$ cat src/rtl/stopwatch_ctrl.sv
// Run/pause/clear sequencer for an mm:ss stopwatch: one-second prescaler, FSM and BCD digit chain.
// Optional lap/freeze display hold is compiled in with `define STOPWATCH_LAP_EN.

module stopwatch_digit #(
  parameter logic [3:0] LIMIT = 4'd9
) (
  input  logic [3:0] i_v,
  input  logic       i_ci,
  output logic [3:0] o_nxt,
  output logic       o_co
);
  // Out-of-range values also roll to zero and carry, but only when a carry arrives.
  always_comb begin
    o_nxt = i_v;
    o_co  = 1'b0;
    if (i_ci) begin
      if (i_v >= LIMIT) begin
        o_nxt = 4'd0;
        o_co  = 1'b1;
      end else begin
        o_nxt = i_v + 4'd1;
      end
    end
  end
endmodule

module stopwatch_ctrl #(
  parameter int TICK_DIV = 100_000_000
) (
  input  logic        i_clk,
  input  logic        i_reset,
  input  logic        i_start_stop,
  input  logic        i_clear,
`ifdef STOPWATCH_LAP_EN
  input  logic        i_lap,
  output logic [15:0] o_disp,
`endif
  output logic [15:0] o_time,
  output logic        o_running,
  output logic        o_wrap
);
  localparam int PW = $clog2(TICK_DIV);
  localparam logic [PW-1:0] PRESC_MAX = PW'(TICK_DIV - 1);
  localparam logic [3:0][3:0] LIMITS = {4'd5, 4'd9, 4'd5, 4'd9};

  typedef enum logic [1:0] {IDLE, RUN, PAUSE} state_t;

  state_t               r_state;
  state_t               w_state_nxt;
  logic [PW-1:0]        r_presc;
  logic [3:0][3:0]      r_time;
  logic [3:0][3:0]      w_time_inc;
  logic [3:0][3:0]      w_time_nxt;
  logic [4:0]           w_carry;
  logic                 w_tick;
  logic                 r_running;
  logic                 r_wrap;

  assign w_tick     = (r_state == RUN) && (r_presc == PRESC_MAX);
  assign w_carry[0] = w_tick;

  for (genvar k = 0; k < 4; k++) begin : g_dig
    stopwatch_digit #(.LIMIT(LIMITS[k])) u_dig (
      .i_v   (r_time[k]),
      .i_ci  (w_carry[k]),
      .o_nxt (w_time_inc[k]),
      .o_co  (w_carry[k+1])
    );
  end

  // clear outranks start_stop, so a simultaneous pair lands in IDLE.
  always_comb begin
    w_state_nxt = r_state;
    if (i_clear) begin
      w_state_nxt = IDLE;
    end else if (i_start_stop) begin
      case (r_state)
        IDLE:    w_state_nxt = RUN;
        RUN:     w_state_nxt = PAUSE;
        PAUSE:   w_state_nxt = RUN;
        default: w_state_nxt = IDLE;
      endcase
    end
  end

  always_comb begin
    w_time_nxt = r_time;
    if (i_clear)     w_time_nxt = '0;
    else if (w_tick) w_time_nxt = w_time_inc;
  end

  always_ff @(posedge i_clk) begin
    if (i_reset) begin
      r_state   <= IDLE;
      r_presc   <= '0;
      r_time    <= '0;
      r_running <= 1'b0;
      r_wrap    <= 1'b0;
    end else begin
      r_state   <= w_state_nxt;
      r_running <= (w_state_nxt == RUN);
      r_time    <= w_time_nxt;
      if (i_clear) begin
        r_presc <= '0;
        r_wrap  <= 1'b0;
      end else begin
        r_wrap <= w_carry[4];
        if (r_state == RUN)
          r_presc <= w_tick ? '0 : r_presc + PW'(1);
      end
    end
  end

`ifdef STOPWATCH_LAP_EN
  logic        r_freeze;
  logic        w_freeze_nxt;
  logic [15:0] r_disp;

  always_comb begin
    w_freeze_nxt = r_freeze;
    if (i_clear)                        w_freeze_nxt = 1'b0;
    else if (i_lap && r_state != IDLE)  w_freeze_nxt = ~r_freeze;
  end

  // Track the next time value so disp equals time whenever unfrozen.
  always_ff @(posedge i_clk) begin
    if (i_reset) begin
      r_freeze <= 1'b0;
      r_disp   <= '0;
    end else begin
      r_freeze <= w_freeze_nxt;
      if (!w_freeze_nxt) r_disp <= w_time_nxt;
    end
  end

  assign o_disp = r_disp;
`endif

  assign o_time    = r_time;
  assign o_running = r_running;
  assign o_wrap    = r_wrap;
endmodule

$ cat config.mk
export PLATFORM = sky130hd
export DESIGN_NAME = stopwatch_ctrl
export DESIGN_NICKNAME = d
export VERILOG_FILES = /design/src/rtl/stopwatch_ctrl.sv
export SDC_FILE = /design/constraint.sdc
export NUM_CORES = 1
export LEC_CHECK = 0
export CAP_MARGIN = 30
export CELL_PAD_IN_SITES_DETAIL_PLACEMENT = 1
export CELL_PAD_IN_SITES_GLOBAL_PLACEMENT = 2
export CORE_UTILIZATION = 35
export CTS_CLUSTER_DIAMETER = 50
export CTS_CLUSTER_SIZE = 16
export DETAILED_ROUTE_END_ITERATION = 8
export PLACE_DENSITY_LB_ADDON = 0.05
export RECOVER_POWER = 50
export SKIP_CTS_REPAIR_TIMING = 1
export SLEW_MARGIN = 0
export SYNTH_ARGS = -nofsm -noshare
export SYNTH_HDL_FRONTEND = slang
export SYNTH_HIERARCHICAL = 1
export SYNTH_SLANG_ARGS = --single-unit
$ cat constraint.sdc
create_clock -name i_clk -period 3.8 [get_ports i_clk]
set_input_delay 0.76 -clock i_clk [delete_from_list [all_inputs] [get_ports i_clk]]
set_output_delay 0.76 -clock i_clk [all_outputs]
set_load 0.01 [all_outputs]
* After elaboration in Yosys (flattened, before gate mapping)
Index checks and enable logic that the tools add are counted.
** Storage, ports and cells
- Register bits after elaboration :: 47
- Word-level logic and storage cells :: 45
- Output and inout bits :: 18
- Bits of input ports :: 4
** Operators by class
- Order comparisons :: 4
- Reductions and logical operators :: 8
- Multiplexer cells :: 15
- Add/subtract/negate cells :: 5
- Bitwise logic cells :: 1
- Equality and inequality tests :: 4
** Operators with widths (count)
- 27-bit by 1-bit adder with 27-bit output (second input constant) :: 1
- 27-bit equality test (second input constant) :: 1
- 27-bit 2-to-1 mux :: 1
- 4-bit by 1-bit adder with 4-bit output (second input constant) :: 4
- 4-bit 2-to-1 mux :: 4
- 4-bit by 3-bit greater-or-equal comparator with 1-bit output (second input constant) :: 2
- 4-bit greater-or-equal comparator (second input constant) :: 2
- 1-bit 2-to-1 mux :: 7
- 2-bit AND reduction :: 3
- 2-bit by 1-bit equality test with 1-bit output (second input constant) :: 2
- 2-bit 2-to-1 mux :: 2
- 2-bit case mux with 2 select lines :: 1
- 2-bit OR reduction :: 2
- 3-bit OR reduction :: 1
- 2-bit equality test (second input constant) :: 1
- 2-bit logical NOT :: 1
- 1-bit logical AND :: 1
- 1-bit inverter :: 1

* Depth between registers and ports, before layout
Gate-level depths: netlist of run 1.
- Depth in word-level cells :: 7
- Gate-level depth with buffers :: 16
- Mapped depth without buffers :: 13

* By module
Netlist of run 1, hierarchy kept.
** Modules (own cells, without submodules)
- stopwatch_ctrl :: area each 2102.0 sq um, cells each 226, times used 1, seq. area each 940.9 sq um
- stopwatch_digit (g_dig[0].u_dig ...) :: area each 145.1 sq um, cells each 23, times used 2, seq. area each 0.0 sq um
- stopwatch_digit (g_dig[1].u_dig ...) :: area each 138.9 sq um, cells each 20, times used 2, seq. area each 0.0 sq um

* Worst setup path before layout of run 1
No wires, ideal clock.
- Path kind :: reg-to-reg
- Start point :: register r_presc[9]
- End point :: register r_time, in the netlist o_time[15]
- Setup slack :: 0.791 ns
- Arrival time :: 2.943 ns
- Stages on the path, launching flop included :: 17
- Required time :: 3.734 ns
- Buffers on the path :: 3
- Cell sequence :: dfxtp_1 buf_2 nor4_1 nand2b_1 or3_1 nor2_1 clkbuf_2 and2_1 inv_1 nor2_1 clkbuf_2 and2_1 inv_1 or4_1 o2bb2ai_1 mux2i_1 nor2_1
** On the way
- Longest elaborated chain between the ends :: 6
** Ends and longest elaborated chain
- start: declaration :: RTL line 50 : logic [PW-1:0] r_presc;
- start signal: assignment :: RTL line 109 : r_presc <= w_tick ? '0 : r_presc + PW'(1);
- 27-bit equality test :: RTL line 59 : assign w_tick = (r_state == RUN) && (r_presc == PRESC_MAX);
- 1-bit logical AND :: RTL line 59
- net w_carry[0] :: RTL line 54 : logic [4:0] w_carry;
- 1-bit 2-to-1 mux :: RTL line 16 : if (i_ci) begin
- net w_carry[1] :: RTL line 54
- 1-bit 2-to-1 mux :: RTL line 16
- net w_carry[2] :: RTL line 54
- 1-bit 2-to-1 mux :: RTL line 16
- net w_carry[3] :: RTL line 54
- 2-bit AND reduction (no line)
- end signal: assignment :: RTL line 102 : r_time <= w_time_nxt;
- end: declaration :: RTL line 51 : logic [3:0][3:0] r_time;
The timed path passes the listed nets, and every way through them passes these cells.
A chain may end at the register's enable or synchronous reset.

* Worst setup path after layout of run 1
Same ends and word-level chain as after synthesis.

==> results of run 1 <==
## logic make-up after synthesis
| logic type | Yosys count | synth area share |
|---|---|---|
| and+or+nand+nor | 144 | 0.290 |
| DFF | 47 | 0.352 |
| AOI/OAI and AO/OA | 46 | 0.124 |
| buffers and inverters | 27 | 0.0483 |
| muxes | 19 | 0.0717 |
| xor gates and xnor gates | 16 | 0.0525 |
| adders and majority gates | 13 | 0.0609 |
## state kept, by name, summed over array words and instances (netlist names)
name / flops
r_state: 2
o_wrap: 1
r_presc: 27
o_time: 16
o_running: 1
## layer usage
| metal | routed length (µm) | vias to the layer above | part of all wire |
|---|---|---|---|
| li1 | - | 1138 | - |
| met2 | 2870 | 17 | 0.47 |
| met4 | 74 | 0 | 0.012 |
| met5 | 0 | - | 0 |
| met3 | 115 | 7 | 0.019 |
| met1 | 3030 | 1059 | 0.50 |
## cells in the mapped netlist (3+ instances only)
library cell,number
a21oi_1,7
a32o_1,6
and2_1,5
buf_2,4
clkbuf_1,3
dfxtp_1,47
ha_1,13
inv_1,14
mux2i_1,18
nand2_1,24
nand2b_1,6
nand3_1,12
nand3b_1,5
nand4_1,8
nor2_1,38
nor2_2,12
nor3_1,6
nor3b_1,4
nor4_1,4
o21ai_0,11
o2bb2ai_1,4
or3_1,4
xnor2_1,4
xor2_1,12
## report_power, final
| part | internal, mW | switching, mW | total [mW] |
|---|---|---|---|
| Combinational | 0.00761 | 0.0152 | 0.0228 |
| Clock | 0.130 | 0.172 | 0.301 |
| Sequential | 0.494 | 0.00142 | 0.495 |
## critical path, cell delays in order, from the launching register on
cell,delay (ns)
dfxtp_1,0.38
nor4_1,0.34
nand2b_1,0.17
or3_1,0.45
nor2_1,0.11
buf_4,0.16
and2_1,0.19
inv_1,0.11
nor2_1,0.12
buf_4,0.15
and2_1,0.20
inv_1,0.12
or4_1,0.40
o2bb2ai_1,0.13
mux2i_1,0.08
nor2_1,0.10
## layout by cell type (no fill, tap or decap), drive strengths merged, types with 4 or more instances in the layout
| cell | instances |
|---|---|
| nor2 | 50 |
| dfxtp | 47 |
| nand2 | 24 |
| dlygate4sd3 | 19 |
| mux2i | 18 |
| inv | 14 |
| ha | 13 |
| nand3 | 12 |
| xor2 | 12 |
| o21ai | 12 |
| nand4 | 9 |
| a21oi | 9 |
| clkbuf | 7 |
| nand2b | 6 |
| nor3 | 6 |
| a32o | 6 |
| nor4 | 6 |
| nand3b | 5 |
| and2 | 5 |
| buf | 5 |
| or3 | 4 |
| xnor2 | 4 |
| nor3b | 4 |
| o2bb2ai | 4 |
## through the flow
step,instances,setup slack (ns),cell area [µm²]
final,432,0.506,3060
after global routing,432,0.150,3060
after CTS,432,0.494,3060
after detailed placement,424,0.543,2970
after global placement,424,0.615,2970
after floorplan,312,0.791,2670
## final cells by class
class	count	area, µm²
Sequential cell	47	941
Tap cell	99	124
Timing Repair Buffer	26	248
Clock inverter	1	5.00
Inverter	14	52.6
Fill cell	868	4280
Multi-Input combinational cell	238	1610
Clock buffer	7	76.3
## worst max-delay path by stage
stage / startpoint / end / slack, ns
final: r_presc[9] / o_time[15] / 0.51
after detailed placement: r_presc[9] / o_time[15] / 0.54
after global routing: r_presc[16] / o_time[15] / 0.15
after floorplan: r_presc[9] / o_time[15] / 0.79
after CTS: r_presc[9] / o_time[15] / 0.49
after global placement: r_presc[9] / o_time[15] / 0.61
==> results.json, run 1 <==
{
  "drc_errors": 0,
  "p_total_uw": 819,
  "core_um2": 7330,
  "grt_use_met1": 0.222,
  "cp-start-kind": "flop",
  "via_count": 2221,
  "maxSlewViolCount": 35,
  "syn_area_um2": 2670,
  "rsz0062_at_grt": "false",
  "worst_pin_slew_ns": 2.38,
  "ys_seq_area_frac": 0.352,
  "final_nets": 349,
  "grt_pass1_wl_um": 10300,
  "clock.fmax_mhz": 304,
  "fp-row-count": 31,
  "place_congestion": 0.739,
  "syn_inst": 312,
  "grtUsageMet2": 0.278,
  "yosys.area.top_type": "dfxtp_1",
  "r2r-end": "o_time[15]",
  "hold_end": "r_presc[26]",
  "tns_ns": 0,
  "io_buffers": 21,
  "synth_top_area_share": 0.352,
  "timing.final.crit_share": 0.867,
  "synth-edff-count": 0,
  "worstPathArrival_ns": 3.51,
  "cp-end-kind": "flop",
  "min_delay_path_depth": 2,
  "clock_sinks": 47,
  "area_delta_synth_final_pct": 14.4,
  "synth_seq_cells": 47,
  "grt_max_degree": 35,
  "outcome": "complete, but fails checks",
  "cts_tree": "done",
  "hold_viol_final": 0,
  "synthArstFlopShare": 0,
  "antenna_found_initial": 0,
  "cts_buffers": 5,
  "clk_pin_slew_ns": 0.09,
  "dp_hpwl_um": 4390,
  "die_width_um": 89.3,
  "cts-htree-levels": 2,
  "r2r_start": "r_presc[9]",
  "required_ns": 4.01,
  "min_period_ns": 3.29,
  "min_path_type": "flop to flop",
  "overflow": 0,
  "max_cap_violations": 1,
  "wl_per_cell_um": 14.1,
  "violations": "capacitance limit, slew limit",
  "power_density_nw_per_um2": 268,
  "rr_worst_depth": 15,
  "clk_latency_ns": 0.30,
  "slew_headroom": -0.587,
  "synth_flop_cell": "dfxtp_1",
  "synth_area_leaders": "dfxtp_1 (35%), mux2i_1 (6.7%), ha_1 (6.1%)",
  "ys_warn_count": 6,
  "r2r_setup_slack_ns": 0.51,
  "drt_pass1_iterations": 4,
  "top_usage_layer": "met2",
  "critPathMaxFanout": 9,
  "n_antenna_cell": 0,
  "drt_first_iter_violations": 61,
  "io_pins": 22,
  "grt_pass1_vias": 2140,
  "wl_um": 6090,
  "leakagePower_nw": 1.03,
  "hold_ws_ns": 0.493,
  "yosys.cell_types.count": 49,
  "grt_usage": 0.168,
  "worst-setup-path-type": "flop to flop",
  "syn_area_per_cell_um2": 8.56,
  "finalClockSkew_ns": 0.00700,
  "drive_gt1_frac": 0.105,
  "met3_usage": 0.0332,
  "initial_utilization": 0.364,
  "setup_viol": 0,
  "viasPerCell": 5.14,
  "die_area_um2": 7980,
  "cts_root_buffer": "clkbuf_8",
  "clk_path_buf_depth": 2,
  "post-route-util": 0.417,
  "antenna_left": 0,
  "ir_drop_v": 0.000108,
  "die_y_um": 89.3,
  "syn_nets": 329,
  "hold_start": "r_presc[26]"
}
(Power assumes the default switching activity.)
==> run 2: changes to the inputs <==
CORE_ASPECT_RATIO = 2   (was unset)
==> run 2 against run 1 <==
- the run still ends with capacitance limit, slew limit left
- fmax is 1.4% higher
- utilization is 0.72 points higher
- clock power is 43% higher
- sequential share of layout area is 0.48 points lower
- global-route usage is 1.3 points higher
==> results.json, run 2 (synthesized netlist as in run 1, its figures left out) <==
{
  "r2r-end": "o_time[15]",
  "violations": "capacitance limit, slew limit",
  "cts_root_buffer": "clkbuf_16",
  "grt_pass1_wl_um": 11300,
  "n_antenna_cell": 0,
  "min_path_type": "flop to flop",
  "crit_chain": "clkdlybuf4s50_1 > or2_0 > nor4_1 > a32o_1",
  "fp-row-count": 44,
  "critPathMaxFanout": 34,
  "outcome": "complete, but fails checks",
  "clk_path_buf_depth": 2,
  "initial_utilization": 0.365,
  "die_area_um2": 8000,
  "io_pins": 22,
  "top_register": "r_presc",
  "worst-setup-path-type": "input port to flop",
  "cts_tree": "done",
  "hold_viol_final": 0,
  "clock_sinks": 47,
  "fillers": 886,
  "drt_pass1_iterations": 4,
  "path_buf_inv": 1,
  "grt_pass1_vias": 2383,
  "leakagePower_nw": 1.06,
  "max_stage_delay_ns": 1.76,
  "clk_latency_ns": 0.29,
  "worstPathArrival_ns": 3.43,
  "r2r_start": "r_presc[9]",
  "clock.fmax_mhz": 308,
  "antenna_left": 0,
  "rsz0062_at_grt": "false",
  "worst_pin_slew_ns": 2.43,
  "clk_pin_slew_ns": 0.06,
  "setup_viol": 0,
  "core_um2": 7320,
  "overflow": 0,
  "cp-start-kind": "input port",
  "tns_ns": 0,
  "required_ns": 3.98,
  "postLayoutCellArea_um2": 3100,
  "wl_um": 6630,
  "max_cap_violations": 2,
  "wl_per_cell_um": 15.6,
  "finalClockSkew_ns": 0.00473,
  "antenna_found_initial": 0,
  "drive_gt1_frac": 0.105,
  "viasPerCell": 5.38,
  "grt_max_degree": 35,
  "maxSlewViolCount": 45,
  "ir_drop_v": 0.000229,
  "min_delay_path_depth": 2,
  "io_buffers": 21,
  "cts_buffers": 5,
  "area_delta_synth_final_pct": 16.3,
  "largest_register_ffs": 27,
  "dp_hpwl_um": 4900,
  "critPathLaunch": "i_reset",
  "slowest_stage": "or2_0",
  "die_y_um": 126,
  "place_congestion": 0.799,
  "hold_end": "r_presc[26]",
  "cpLargestDelayFamily": "simple AND/OR/NAND/NOR gates",
  "die_width_um": 63.8,
  "drt_first_iter_violations": 73,
  "layout_common_cells": "dfxtp_1 (47), nor2_1 (38), nand2_1 (24)",
  "r2r_setup_slack_ns": 0.58,
  "power_density_nw_per_um2": 306,
  "final_nets": 350,
  "drc_errors": 0,
  "final_common_cell": "dfxtp_1",
  "rr_worst_depth": 14,
  "timing.final.crit_share": 0.855,
  "cts-htree-levels": 2,
  "via_count": 2293,
  "min_period_ns": 3.25,
  "slew_headroom": -0.622,
  "dpl_cell_area_um2": 2970,
  "grt_usage": 0.182,
  "cp-end-kind": "flop",
  "hold_start": "r_presc[26]"
}
[run 2: report_power, final]
part	leakage [nW]	switching (mW)	internal [mW]
sequential	0.379	0.00144	0.494
clock	0.0679	0.186	0.244
combinational	0.615	0.0160	0.00846
total	1.06	0.204	0.746
[run 2: metrics by stage]
stage	worst slack [ns]	utilization	hold WS [ns]	cells	power, mW
after floorplan	0.791	-	0.449	312	0.521
after global placement	0.693	0.405	0.459	417	0.532
after detailed placement	0.612	0.406	0.470	418	0.532
after CTS	0.574	0.425	0.481	426	0.965
after global routing	0.181	0.424	0.510	426	0.987
final	0.552	0.424	0.480	426	0.950
[run 2: how the worst max path moves through the flow]
stage	cells past startpoint	slack, ns	to
global placement	14	0.69	o_time[15]
global route	4	0.18	r_presc[14]
finish	4	0.55	r_presc[14]
CTS	14	0.57	o_time[15]
floorplan	16	0.79	o_time[15]
detailed placement	14	0.61	o_time[15]
[run 2: layout make-up]
cell class | instances | area (µm²) | area share
inverters | 14 | 52.6 | 0.0169
flip-flops and latches | 47 | 941 | 0.303
multi-input cells | 238 | 1600 | 0.516
clock inverters | 1 | 5.00 | 0.00161
clock buffers | 7 | 133 | 0.0427
well taps | 92 | 115 | 0.0371
repair buffers | 27 | 255 | 0.0822
[run 2: routing by layer]
layer,track usage,vias to the layer above,share of wire
li1,-,1142,-
met1,0.175,1120,0.39
met2,0.355,24,0.57
met3,0.0310,7,0.018
met4,0.0842,0,0.022
met5,0,-,0
[run 2: tightest hold or removal path: stages (launching register included)]
cell and delay (ns):
dfxtp_1 0.32, nand2_1 0.06, o2bb2ai_1 0.06
